**src/rtl/dm_arb_pkg.sv**
```systemverilog
// Shared definitions for the two-port data-memory arbiter.
// Holds the FSM state encoding and the default burst limit.
package dm_arb_pkg;

    localparam int BURST_MAX_DEF = 4;

    localparam logic [1:0] IDLE = 2'b00;
    localparam logic [1:0] OWN0 = 2'b01;
    localparam logic [1:0] OWN1 = 2'b10;

endpackage

```
**src/rtl/dm_arb_rsp.sv**
```systemverilog
// Read-response register for one arbiter port.
// Captures DM read data one cycle after a granted read.
module dm_arb_rsp (
    input  logic        clk,
    input  logic        reset,
    input  logic        fire,
    input  logic [31:0] mem_rdata,
    output logic        rvalid,
    output logic [31:0] rdata
);

    // Pulse rvalid after a granted read; rdata holds between reads
    always_ff @(posedge clk or posedge reset) begin
        if (reset) begin
            rvalid <= 1'b0;
            rdata  <= 32'd0;
        end else begin
            rvalid <= fire;
            if (fire) begin
                rdata <= mem_rdata;
            end
        end
    end

endmodule

```
**src/rtl/dm_arbiter.sv**
```systemverilog
// Two-requester arbiter in front of a single-port data memory.
// Owner keeps the port for up to BURST_MAX grants while the other waits.
module dm_arbiter
    import dm_arb_pkg::*;
#(
    parameter int BURST_MAX = BURST_MAX_DEF,
    parameter int AW        = 32
) (
    input  logic          clk,
    input  logic          reset,
    input  logic          req0,
    input  logic          req1,
    input  logic          we0,
    input  logic          we1,
    input  logic [AW-1:0] addr0,
    input  logic [AW-1:0] addr1,
    input  logic [31:0]   wdata0,
    input  logic [31:0]   wdata1,
    output logic          gnt0,
    output logic          gnt1,
    output logic          rvalid0,
    output logic          rvalid1,
    output logic [31:0]   rdata0,
    output logic [31:0]   rdata1,
    output logic          mem_we,
    output logic [AW-1:0] mem_addr,
    output logic [31:0]   mem_wdata,
    input  logic [31:0]   mem_rdata
);

    localparam int CW = $clog2(BURST_MAX + 1);

    logic [1:0]    state;
    logic [CW-1:0] cnt;
    logic          last;

    logic          any;
    logic          sel;
    logic          grant;
    logic          burst_open;
    logic          same_owner;

    assign burst_open = (cnt < CW'(BURST_MAX));

    // Pick the port to serve this cycle from owner, burst count and requests
    always_comb begin
        any = 1'b0;
        sel = 1'b0;
        case (state)
            OWN0: begin
                if (req0 && (burst_open || !req1)) begin
                    any = 1'b1;
                    sel = 1'b0;
                end else if (req1) begin
                    any = 1'b1;
                    sel = 1'b1;
                end
            end
            OWN1: begin
                if (req1 && (burst_open || !req0)) begin
                    any = 1'b1;
                    sel = 1'b1;
                end else if (req0) begin
                    any = 1'b1;
                    sel = 1'b0;
                end
            end
            default: begin
                if (req0 && req1) begin
                    any = 1'b1;
                    sel = ~last;
                end else if (req0 || req1) begin
                    any = 1'b1;
                    sel = req1;
                end
            end
        endcase
    end

    assign grant      = any && !reset;
    assign gnt0       = req0 && !sel && !reset;
    assign gnt1       = req1 && sel && !reset;
    assign same_owner = (state == OWN0 && !sel) ||
                        (state == OWN1 && sel);

    assign mem_addr  = sel ? addr1 : addr0;
    assign mem_wdata = sel ? wdata1 : wdata0;
    assign mem_we    = grant && (sel ? we1 : we0);

    // Track owner, burst length and the last winner for tie-breaks
    always_ff @(posedge clk or posedge reset) begin
        if (reset) begin
            state <= IDLE;
            cnt   <= '0;
            last  <= 1'b1;
        end else if (grant) begin
            state <= sel ? OWN1 : OWN0;
            last  <= sel;
            if (!same_owner) begin
                cnt <= CW'(1);
            end else if (burst_open) begin
                cnt <= cnt + CW'(1);
            end
        end else begin
            state <= IDLE;
            cnt   <= '0;
        end
    end

    dm_arb_rsp u_rsp0 (
        .clk       (clk),
        .reset     (reset),
        .fire      (gnt0 && !we0),
        .mem_rdata (mem_rdata),
        .rvalid    (rvalid0),
        .rdata     (rdata0)
    );

    dm_arb_rsp u_rsp1 (
        .clk       (clk),
        .reset     (reset),
        .fire      (gnt1 && !we1),
        .mem_rdata (mem_rdata),
        .rvalid    (rvalid1),
        .rdata     (rdata1)
    );

endmodule

```
**config.mk**
```make
export PLATFORM = sky130hd
export DESIGN_NAME = dm_arbiter
export DESIGN_NICKNAME = d
export VERILOG_FILES = /design/src/rtl/dm_arb_pkg.sv /design/src/rtl/dm_arb_rsp.sv /design/src/rtl/dm_arbiter.sv
export SDC_FILE = /design/constraint.sdc
export NUM_CORES = 1
export LEC_CHECK = 0
export CELL_PAD_IN_SITES_DETAIL_PLACEMENT = 0
export CELL_PAD_IN_SITES_GLOBAL_PLACEMENT = 1
export CORE_ASPECT_RATIO = 1.5
export CORE_MARGIN = 3
export CORE_UTILIZATION = 27
export DETAILED_ROUTE_END_ITERATION = 6
export GPL_TIMING_DRIVEN = 1
export PLACE_DENSITY = 0.82
export SLEW_MARGIN = 30
export SYNTH_ARGS = -nofsm -noshare
export SYNTH_HDL_FRONTEND = slang
export SYNTH_HIERARCHICAL = 1
export SYNTH_SLANG_ARGS = --single-unit
```
**constraint.sdc**
```tcl
create_clock -name clk -period 3.45 [get_ports clk]
set_clock_uncertainty 0.2 [all_clocks]
set_input_delay 0.345 -clock clk [delete_from_list [all_inputs] [get_ports clk]]
set_output_delay 0.345 -clock clk [all_outputs]
set_load 0.1 [all_outputs]
```
**Word level (Yosys, flattened, before mapping)**

Index checks and enable logic that the tools add are counted.

- Muxes and demuxes: 20
- Order comparisons: 1
- Reduce and logical (&&, ||, !) cells: 23
- Bitwise operators: 1
- Add/sub/neg operators: 1
- Equality and inequality tests: 3

Operator list:

| operator | count |
|---|---|
| two-way mux 32 bit | 2 |
| logical AND 1 bit | 13 |
| two-way mux 1 bit | 11 |
| two-way mux 3 bit | 3 |
| logical NOT 1 bit | 6 |
| logical OR 1 bit | 4 |
| two-way mux 2 bit | 2 |
| one-hot mux 1 bit (2 select lines) | 2 |
| adder 3 x 1 -> 3 bit, second input constant | 1 |
| less-than comparator 3 bit, second input constant | 1 |
| != test 3 bit, second input constant | 1 |
| equality test 2 x 1 -> 1 bit, second input constant | 1 |
| equality test 2 bit, second input constant | 1 |
| NOT 1 bit | 1 |

- Output and inout port bits: 133
- Register bits after elaboration: 72

**Depth between registers and ports, before layout**

Gate-level depths: netlist (run 1).

- Depth after elaboration: 10
- Gate-level depth with buffers: 11

**Hierarchy**

Netlist (run 1), hierarchy kept.

Modules (own cells, without submodules):

| module | cells an instance | times used | area an instance (µm²) |
|---|---|---|---|
| dm_arb_rsp | 70 | 2 | 1373.8 |
| dm_arbiter | 117 | 1 | 1521.5 |

**Worst setup path before layout (run 1)**

Ideal clock, no wire load.

- Path kind: flip-flop to output port
- Start: register state[0]
- End: output gnt0
- Stages on the path, launching flop included: 9
- Path buffers: 2
- Arrival time: 3566 ps
- Setup slack: -661 ps
- Data required time: 2905 ps
- Cell sequence: dfrtp_1 > inv_1 > ha_1 > nor2_1 > a31oi_2 > o311a_1 > buf_6 > buf_6 > nor3b_1

- Cells in the longest elaborated chain, start to end: 5

RTL lines:

| item | line | RTL |
|---|---|---|
| from (decl) | dm_arbiter.sv:33 | `logic [1:0] state;` |
| from (signal assigned) | dm_arbiter.sv:97 | `state <= sel ? OWN1 : OWN0;` |
| equality test 2 bit or equality test 2 x 1 -> 1 bit (tied branches) | dm_arbiter.sv:49 | `case (state)` |
| one-hot mux 1 bit (2 select lines) (*) | dm_arbiter.sv:49 |  |
| logical NOT 1 bit (*) | dm_arbiter.sv:81 | `assign gnt0 = req0 && !sel && !reset;` |
| logical AND 1 bit (*) (2 in a row) | dm_arbiter.sv:81 |  |
| to (decl) | dm_arbiter.sv:19 | `output logic gnt0,` |

Mark *: on every way between the ends. The rest lies on a longest branch, timed or not.

**Final worst setup path (run 1)**

- Start: register state[0]
- End: output mem_addr[11]

- Cells in the longest elaborated chain, start to end: 3

RTL lines:

| item | line | RTL |
|---|---|---|
| equality test 2 bit or equality test 2 x 1 -> 1 bit (tied branches) | dm_arbiter.sv:49 |  |
| one-hot mux 1 bit (2 select lines) (*) | dm_arbiter.sv:49 |  |
| two-way mux 32 bit (*) | dm_arbiter.sv:86 | `assign mem_addr = sel ? addr1 : addr0;` |
| to (decl) | dm_arbiter.sv:26 | `output logic [AW-1:0] mem_addr,` |

Marks and branches as above.

==> out/results.tsv, run 1 <==
metric	value	unit
synth_area_leaders	mux2_4 43%, dfrtp_1 42%, buf_12 5.6%	
ant_nets	0	
synthAdderAreaFrac	0.008792	
grt_pass1_wl	22740	um
drtPass1Iterations	4	
crit_top_cell	buf_12	
wl_per_cell	19.94	um
die-area	0.01739	mm2
grt_pass1_vias	3837	
nets	726	
seqCellArea	0.001803	mm2
end_kind	output port	
gp_congestion	0.8021	
synth_top_area_frac	0.4291	
start_util	0.2794	
io_pins	299	
ys_types	29	
htreeDepth	3	
start_kind	flip-flop	
finalSetupViolCount	0	
yosysMostFrequentCell	mux2_4	
synth_mux_area_frac	0.4496	
cts_buffers	9	
clk-insertion-delay-late	0.32	ns
worst_slew_pin_slew	1.018	ns
synth_area_per_cell	16.61	um2
die_h	160.0	um
multi_input_area	0.002178	mm2
min_period_over_period	0.9633	
rsz0062_at_grt	no	
num_vias	3343	
period_minus_slack	3.323	ns
synth_area	0.004269	mm2
drc	0	
yosys.area_share.simple	0.02784	
core_area	0.01528	mm2
status	finished, final reports clean	
worstPathMaxFanout	26	
synth_top_family_by_area	multiplexers	
antenna_found_initial	1	
slew_headroom	0.3195	
clkTransAtPathRegs	0.06	ns
cp.buffers_inverters	3	
drt_wl_total	15200	um
postCtsSetupRepairBufs	0	
tns	0	ns
drv_slew	0	
cp_slowest_cell	o311a_4	
io_buffers	298	
drt_iter0_markers	130	
cap_violations	0	
ir_drop	0.0008083	V
worstSetupPathType	reg -> out	
syn_to_final_growth	94.55	%
synth_nets	426	
p_per_area	1008	mW/mm2
critPathTopFamily	compound AO/OA/AOI/OAI gates	
leakage	3.628	nW
ys_seq_area_frac	0.4223	
viasPerCell	4.387	
arrival	2.78	ns
row_count	55	
fmax	0.3009	GHz
crit_required	2.90	ns
synth_commonest_cells	122 x mux2_4, 71 x dfrtp_1, 12 x buf_12	
ys_async_sr_fraction	1.000	
ys.flop_type	dfrtp_1	
final_util	0.5437	
synth-edff-count	0	
clk_path_buf_depth	2	
grt_usage	0.1707	
syn-instance-count	257	
cts-root-buf	clkbuf_16	
synth_xor_area_frac	0.002052	
critPathMaxStageDelay	0.49	ns
synth_compound_area_frac	0.01377	
min_path_type	reg -> reg	
synth-seq-cells	72	
hold_viol	0	
crit_chain	inv_1, ha_1, and3_1, a31oi_2, o311a_4, buf_12, mux2_4, buf_12	
ctsHoldBuffers	0	
synth_top_area_cell	mux2_4	
fp.dieW	108.7	um
ys_warn_count	6	
grt_max_degree	34	
num-fill-cells	1256	
dpl.hpwl	12570	um
overflow	0	
post_cts_resized	0	
layout-drive-gt1-share	0.3986	
clock-sinks	72	
tritoncts	built	
## cells by family after synthesis
logic type / count (synthesis)
AO/OA/AOI/OAI: 7
XOR/XNOR: 1
multiplexers: 130
flip-flops: 72
AND/OR/NAND/NOR: 20
buffers and inverters: 24
adder cells (fa/ha/maj): 3
## area by class of cell
| cell class | instances | share of cell area |
|---|---|---|
| timing repair buffer | 306 | 0.4513 |
| multi-input combinational | 161 | 0.2623 |
| sequential | 72 | 0.2171 |
| tap | 199 | 0.02998 |
| clock buffer | 10 | 0.02757 |
| clock inverter | 6 | 0.008286 |
| inverter | 7 | 0.003164 |
| antenna | 1 | 0.0003013 |
## worst register-to-register path: stages (launching register included)
cell and delay, ns:
dfrtp_1 0.35, inv_1 0.05, ha_1 0.36, and3_1 0.20
a31oi_2 0.18, o311a_4 0.49, nor3b_4 0.30, buf_12 0.28
mux2_2 0.40
## metal layers
metal | track usage | part of all wire | up-vias | wire length, um
li1 | - | - | 1513 | -
met1 | 0.1901 | 0.37 | 1599 | 5673
met2 | 0.2957 | 0.50 | 219 | 7566
met3 | 0.07117 | 0.12 | 12 | 1765
met4 | 0.04595 | 0.013 | 0 | 193
met5 | 0 | 0 | - | 0
## stage by stage
stage	std cells	cell area, um2	power (mW)	setup slack [ns]	hold slack (ns)
final	762	8305	8.375	0.1266	0.3122
after global routing	762	8305	8.618	0.001628	0.3111
after floorplan	257	4278	5.828	0.2658	-0.03809
after detailed placement	745	8005	7.476	0.3047	0.2922
after CTS	761	8303	8.445	0.08145	0.3155
after global placement	745	8005	7.432	0.3438	0.2922
## sequential cells by signal (all words and copies together), names as in the netlist
signal	count
cnt	3
u_rsp1/rdata	32
u_rsp1/rvalid	1
last	1
u_rsp0/rvalid	1
u_rsp0/rdata	32
state	2
## layout by cell type (no fill, tap or decap), drive strengths merged, types with 2 or more instances in the layout
master,Yosys,final
dfrtp,71,71
buf,17,76
mux2i,2,2
nor3,4,4
a31oi,2,2
clkbuf,0,10
or3,2,2
clkinv,1,4
inv,6,7
clkdlybuf4s50,0,230
ha,3,3
mux2,128,128
nor3b,2,2
nand2,3,3
and2,2,2
nor2,4,4
## worst paths after layout
check | endpoint | startpoint | depth (start not counted) | slack [ns]
max | mem_addr[11] | state[0]$_DFF_PP0_ | 8 | 0.13
min | u_rsp0/rdata[25]$_DFFE_PP0P_ | u_rsp0/rdata[25]$_DFFE_PP0P_ | 1 | 0.31
max reg2reg | u_rsp1/rdata[11]$_DFFE_PP0P_ | state[0]$_DFF_PP0_ | 8 | 0.54
min reg2reg | u_rsp0/rdata[25]$_DFFE_PP0P_ | u_rsp0/rdata[25]$_DFFE_PP0P_ | 1 | 0.31
max in group asynchronous | u_rsp0/rdata[0]$_DFFE_PP0P_ | reset | 3 | 2.06
min in group asynchronous | u_rsp1/rdata[2]$_DFFE_PP0P_ | reset | 2 | 0.32
## where the power goes
part | switching (mW) | internal (mW) | leakage, nW
clock network | 0.361 | 0.564 | 0.143
registers | 0.206 | 1.18 | 0.864
logic | 4.13 | 1.93 | 2.62
total | 4.70 | 3.67 | 3.63
No activity file was read; power rests on OpenSTA's default activity.
==> run 2: changes to the inputs <==
CORE_MARGIN = 5   (was 3)
==> run 2 against run 1 <==
Compared with the run above: global-route usage down 0.17 points; power rose by 0.20%; clock power down 1%; utilization fell by 1.0 points; first-iteration DRC count is 57% lower; highest routed layer is now met5.
==> out/results.tsv, run 2 (synthesis gave the netlist of run 1 again) <==
metric	value	unit	change
cp_slowest_cell	o311a_4		unchanged
final_util	0.5334		was 0.5437
num_vias	3405		was 3343
clkTransAtPathRegs	0.06	ns	about the same
period_minus_slack	3.270	ns	was 3.323 ns
top_layer_used	met5		was met4
hold_viol	0		unchanged
overflow	0		unchanged
seqCellArea	0.001803	mm2	unchanged
pre_cts_slack	0.3628	ns	was 0.3047 ns
grt_pass1_vias	3997		was 3837
final_cell_mix	229 x clkdlybuf4s50_1, 122 x mux2_4, 71 x dfrtp_1		was 230 x clkdlybuf4s50_1, 122 x mux2_4, 71 x dfrtp_1
cap_violations	0		unchanged
clk-insertion-delay-late	0.32	ns	about the same
io_pins	299		unchanged
grt_usage	0.1690		was 0.1707
tns	0	ns	unchanged
fin_ws	0.1801	ns	was 0.1266 ns
drt_iter0_markers	56		was 130
crit_required	2.90	ns	about the same
syn_to_final_growth	95.22	%	was 94.55%
ir_drop	0.0009399	V	was 0.0008083 V
num-fill-cells	1267		was 1256
clock-sinks	72		unchanged
antenna_found_initial	5		was 1
end_kind	output port		unchanged
worstPathMaxFanout	15		was 26
cts_buffers	9		unchanged
postCtsSetupRepairBufs	0		unchanged
drc	0		unchanged
io_buffers	298		unchanged
tritoncts	built		unchanged
worst_slew_pin_slew	1.007	ns	was 1.018 ns
row_count	56		was 55
ff2ff_setup_slack	0.62	ns	was 0.54 ns
slew_headroom	0.3269		was 0.3195
leakage	3.646	nW	was 3.628 nW
wl_per_cell	20.67	um	was 19.94 um
min_path_type	reg -> reg		unchanged
start_util	0.2732		was 0.2794
grt_pass1_wl	23920	um	was 22740 um
core_area	0.01563	mm2	was 0.01528 mm2
finalSetupViolCount	0		unchanged
worstSetupPathType	reg -> out		unchanged
fin_area	0.008334	mm2	was 0.008305 mm2
fmax	0.3058	GHz	was 0.3009 GHz
min_period_over_period	0.9478		was 0.9633
critPathTopFamily	compound AO/OA/AOI/OAI gates		unchanged
arrival	2.72	ns	was 2.78 ns
status	finished, final reports clean		unchanged
rsz0062_at_grt	no		unchanged
fp.dieW	112.7	um	was 108.7 um
cp.buffers_inverters	3		unchanged
crit_chain	inv_1, ha_1, and3_1, a31oi_2, o311a_4, buf_4, mux2_1, buf_12		was inv_1, ha_1, and3_1, a31oi_2, o311a_4, buf_12, mux2_4, buf_12
ctsHoldBuffers	0		unchanged
ant_nets	0		unchanged
post_cts_resized	0		unchanged
gp_congestion	0.8961		was 0.8021
dpl.hpwl	13410	um	was 12570 um
cts-root-buf	clkbuf_16		unchanged
drv_slew	0		unchanged
critPathMaxStageDelay	0.42	ns	was 0.49 ns
layout-drive-gt1-share	0.4046		was 0.3986
met2_length	8426	um	was 7566 um
drtPass1Iterations	4		unchanged
htreeDepth	3		unchanged
route.met3.wl	1883	um	was 1765 um
die-area	0.01848	mm2	was 0.01739 mm2
grt_max_degree	34		unchanged
viasPerCell	4.422		was 4.387
drt_wl_total	15920	um	was 15200 um
wl_met1	5262	um	was 5673 um
multi_input_area	0.002178	mm2	unchanged
nets	730		was 726
clk_path_buf_depth	2		unchanged
postPlaceCellArea	0.008043	mm2	was 0.008005 mm2
start_kind	flip-flop		unchanged
p_per_area	1007	mW/mm2	was 1008 mW/mm2
die_h	164.0	um	was 160.0 um
top_regs	u_rsp0/rdata: 32 flops, u_rsp1/rdata: 32 flops, cnt: 3 flops		unchanged
layout.cells.most_common	clkdlybuf4s50_1		unchanged
-- run 2: cell type report --
type | instances | area share
sequential | 72 | 0.2163
antenna | 1 | 0.0003003
clock buffer | 11 | 0.02912
tap | 203 | 0.03048
timing repair buffer | 310 | 0.4525
inverter | 7 | 0.003153
clock inverter | 5 | 0.006756
multi-input combinational | 161 | 0.2614
-- run 2: worst register-to-register path, cell delays in order (launching register included) --
cell and delay, ns:
dfrtp_1 0.34, inv_1 0.05, ha_1 0.36, and3_1 0.21, a31oi_2 0.19, o311a_4 0.42
nor3b_4 0.27, buf_12 0.28, mux2_2 0.40
-- run 2: worst paths after layout --
kind,start,end,cells past startpoint
max,state[0]$_DFF_PP0_,mem_wdata[31],8
min,u_rsp1/rdata[12]$_DFFE_PP0P_,u_rsp1/rdata[12]$_DFFE_PP0P_,1
max reg2reg,state[0]$_DFF_PP0_,u_rsp1/rdata[12]$_DFFE_PP0P_,8
min reg2reg,u_rsp1/rdata[12]$_DFFE_PP0P_,u_rsp1/rdata[12]$_DFFE_PP0P_,1
max in group asynchronous,reset,u_rsp0/rdata[14]$_DFFE_PP0P_,3
min in group asynchronous,reset,cnt[0]$_DFFE_PP0P_,2
-- run 2: metal layers --
metal	GRT usage	vias to the layer above
met5	0	-
li1	-	1526
met4	0.04921	10
met1	0.1642	1630
met2	0.3118	211
met3	0.08478	28
-- run 2: stage by stage --
| stage | total power, mW | hold WS, ns | std cells |
|---|---|---|---|
| 2_1_floorplan | 5.828 | -0.03809 | 257 |
| 3_3_place_gp | 7.465 | 0.2953 | 753 |
| 3_5_place_dp | 7.519 | 0.2916 | 753 |
| 4_1_cts | 8.475 | 0.3089 | 769 |
| 5_1_grt | 8.641 | 0.3262 | 769 |
| 6_report | 8.391 | 0.3061 | 770 |
-- run 2: power breakdown --
group          switching, mW  internal [mW]  total [mW]
combinational           4.15           1.94        6.10
sequential             0.204           1.18        1.38
clock                  0.336          0.578       0.914
total                   4.69           3.70        8.39
==> run 3: changes to the inputs <==
CORE_UTILIZATION = 23   (was 27)
PLACE_DENSITY = 0.8   (was 0.82)
SYNTH_HIERARCHICAL = unset   (was 1)
==> run 3 against run 2 <==
Compared with the run above: flip-flop and latch count is the same; clock-buffer cell count down 1; sequential share of layout area grew 1.6 points; via count is 4.4% lower; worst setup slack gained 0.090 ns; critical endpoint is now mem_wdata[21].
==> out/results.tsv, run 3 <==
metric	value	unit	change
grt_max_degree	73		was 34
ys_types	25		was 29
antenna_found_initial	0		was 5
synth-edff-count	0		unchanged
synth_commonest_cells	128 x mux2_2, 71 x dfrtp_1, 7 x clkbuf_1		was 122 x mux2_4, 71 x dfrtp_1, 12 x buf_12
ant_nets	0		unchanged
grt_pass1_wl	22330	um	was 23920 um
cts-root-buf	clkbuf_16		unchanged
tritoncts	built		unchanged
nets	717		was 730
syn_to_final_growth	118.5	%	was 95.22%
viasPerCell	4.333		was 4.422
clk_path_buf_depth	2		unchanged
finalSetupViolCount	0		unchanged
multi_input_area	0.001683	mm2	was 0.002178 mm2
status	finished, final reports clean		unchanged
core_area	0.01514	mm2	was 0.01563 mm2
clkTransAtPathRegs	0.05	ns	was 0.06 ns
antenna_cells	0		was 1
synth-seq-cells	72		unchanged
min_period_over_period	0.9218		was 0.9478
start_kind	flip-flop		unchanged
tns	0	ns	unchanged
cap_violations	0		unchanged
ys_async_sr_fraction	1.000		unchanged
arrival	2.64	ns	was 2.72 ns
wl_met1	4873	um	was 5262 um
start_util	0.2345		was 0.2732
drv_slew	0		unchanged
min_path_type	reg -> reg		unchanged
clock-sinks	72		unchanged
fp.dieW	111.4	um	was 112.7 um
syn-instance-count	246		was 257
num_vias	3254		was 3405
ctsHoldBuffers	0		unchanged
yosysMostFrequentCell	mux2_2		was mux2_4
dpl.hpwl	12100	um	was 13410 um
drc	0		unchanged
overflow	0		unchanged
end_kind	output port		unchanged
io_pins	299		unchanged
post_cts_resized	0		unchanged
seqCellArea	0.001803	mm2	unchanged
met2_length	8322	um	was 8426 um
drt_wl_total	14550	um	was 15920 um
ys.flop_type	dfrtp_1		unchanged
wl_per_cell	19.38	um	was 20.67 um
die-area	0.01807	mm2	was 0.01848 mm2
grt_usage	0.1591		was 0.1690
num-fill-cells	1328		was 1267
synth_area_leaders	dfrtp_1 50%, mux2_2 41%, ha_1 1.1%		was mux2_4 43%, dfrtp_1 42%, buf_12 5.6%
synth_area	0.003550	mm2	was 0.004269 mm2
synth_top_area_frac	0.5005		was 0.4291
io_buffers	298		unchanged
layout-drive-gt1-share	0.4022		was 0.4046
hold_viol	0		unchanged
ys_warn_count	0		was 6
final_cell_mix	231 x clkdlybuf4s50_1, 128 x mux2_2, 71 x dfrtp_1		was 229 x clkdlybuf4s50_1, 122 x mux2_4, 71 x dfrtp_1
die_h	162.2	um	was 164.0 um
cts_buffers	9		unchanged
layout.cells.most_common	clkdlybuf4s50_1		unchanged
worstSetupPathType	reg -> out		unchanged
clk-insertion-delay-late	0.32	ns	about the same
synth_area_per_cell	14.43	um2	was 16.61 um2
crit_required	2.90	ns	about the same
top_layer_used	met4		was met5
drtPass1Iterations	4		unchanged
top_regs	u_rsp0.rdata: 32 flops, u_rsp1.rdata: 32 flops, cnt: 3 flops		was u_rsp0/rdata: 32 flops, u_rsp1/rdata: 32 flops, cnt: 3 flops
rsz0062_at_grt	no		unchanged
synth_nets	415		was 426
synth_top_area_cell	dfrtp_1		was mux2_4
drt_iter0_markers	86		was 56
fmax	0.3145	GHz	was 0.3058 GHz
route.met3.wl	1190	um	was 1883 um
worst_slew_pin_slew	1.040	ns	was 1.007 ns
postCtsSetupRepairBufs	0		unchanged
ys_seq_area_frac	0.5079		was 0.4223
worstPathMaxFanout	71		was 15
gp_congestion	0.8906		was 0.8961
slew_headroom	0.3044		was 0.3269
htreeDepth	3		unchanged
row_count	55		was 56
grt_pass1_vias	3690		was 3997
period_minus_slack	3.180	ns	was 3.270 ns
==> run 3: final cells by class <==
class,count,share of cell area
flip-flops and latches,72,0.2325
well taps,199,0.03210
clock buffers,10,0.03081
inverters,4,0.002420
repair buffers,304,0.4778
clock inverters,5,0.007421
multi-input cells,157,0.2170
==> run 3: final timing paths <==
check	end	slack [ns]	start	depth (start not counted)
worst max-delay path	mem_wdata[21]	0.27	state[0]$_DFF_PP0_	6
worst min-delay path	u_rsp0.rdata[9]$_DFFE_PP0P_	0.29	u_rsp0.rdata[9]$_DFFE_PP0P_	1
worst max register to register	u_rsp0.rdata[28]$_DFFE_PP0P_	0.51	state[0]$_DFF_PP0_	7
worst min register to register	u_rsp0.rdata[9]$_DFFE_PP0P_	0.29	u_rsp0.rdata[9]$_DFFE_PP0P_	1
max in group asynchronous	u_rsp0.rdata[23]$_DFFE_PP0P_	1.97	reset	3
min in group asynchronous	state[0]$_DFF_PP0_	0.61	reset	3
==> run 3: kinds of logic (layout without fill, tap and decap cells) <==
family,Yosys count,after routing,share of synthesized area
AND/OR/NAND/NOR,17,17,0.02644
adder cells (fa/ha/maj),3,3,0.01058
multiplexers,131,131,0.4149
XOR/XNOR,1,1,0.002468
flip-flops,72,72,0.5079
buffers and inverters,17,323,0.02220
AO/OA/AOI/OAI,5,5,0.01551
==> run 3: through the flow <==
| stage | cells | utilization | cell area [um2] | hold slack [ns] | setup slack (ns) |
|---|---|---|---|---|---|
| 2_1_floorplan | 246 | - | 3556 | 0.2114 | 0.2475 |
| 3_3_place_gp | 735 | 0.4917 | 7445 | 0.2724 | 0.4177 |
| 3_5_place_dp | 735 | 0.4917 | 7445 | 0.2793 | 0.3770 |
| 4_1_cts | 750 | 0.5113 | 7741 | 0.2969 | 0.2492 |
| 5_1_grt | 751 | 0.5123 | 7756 | 0.3184 | 0.1535 |
| 6_report | 751 | 0.5123 | 7756 | 0.2925 | 0.2699 |
==> run 3: critical path, cell delays in order (launching register included) <==
cell and delay, ns:
dfrtp_1 0.38, ha_1 0.25, mux2_2 0.30, o311ai_4 0.35
buf_12 0.37, mux2_2 0.43, buf_12 0.18
==> run 3: per-layer routing <==
metal / track usage / up-vias
met5: 0 / -
met2: 0.3097 / 166
met4: 0.03099 / 0
met3: 0.06001 / 12
li1: - / 1497
met1: 0.1604 / 1579
Power of run 3 is not shown: default switching activity piles up to over one toggle a cycle in this logic, so the estimate is an artifact.
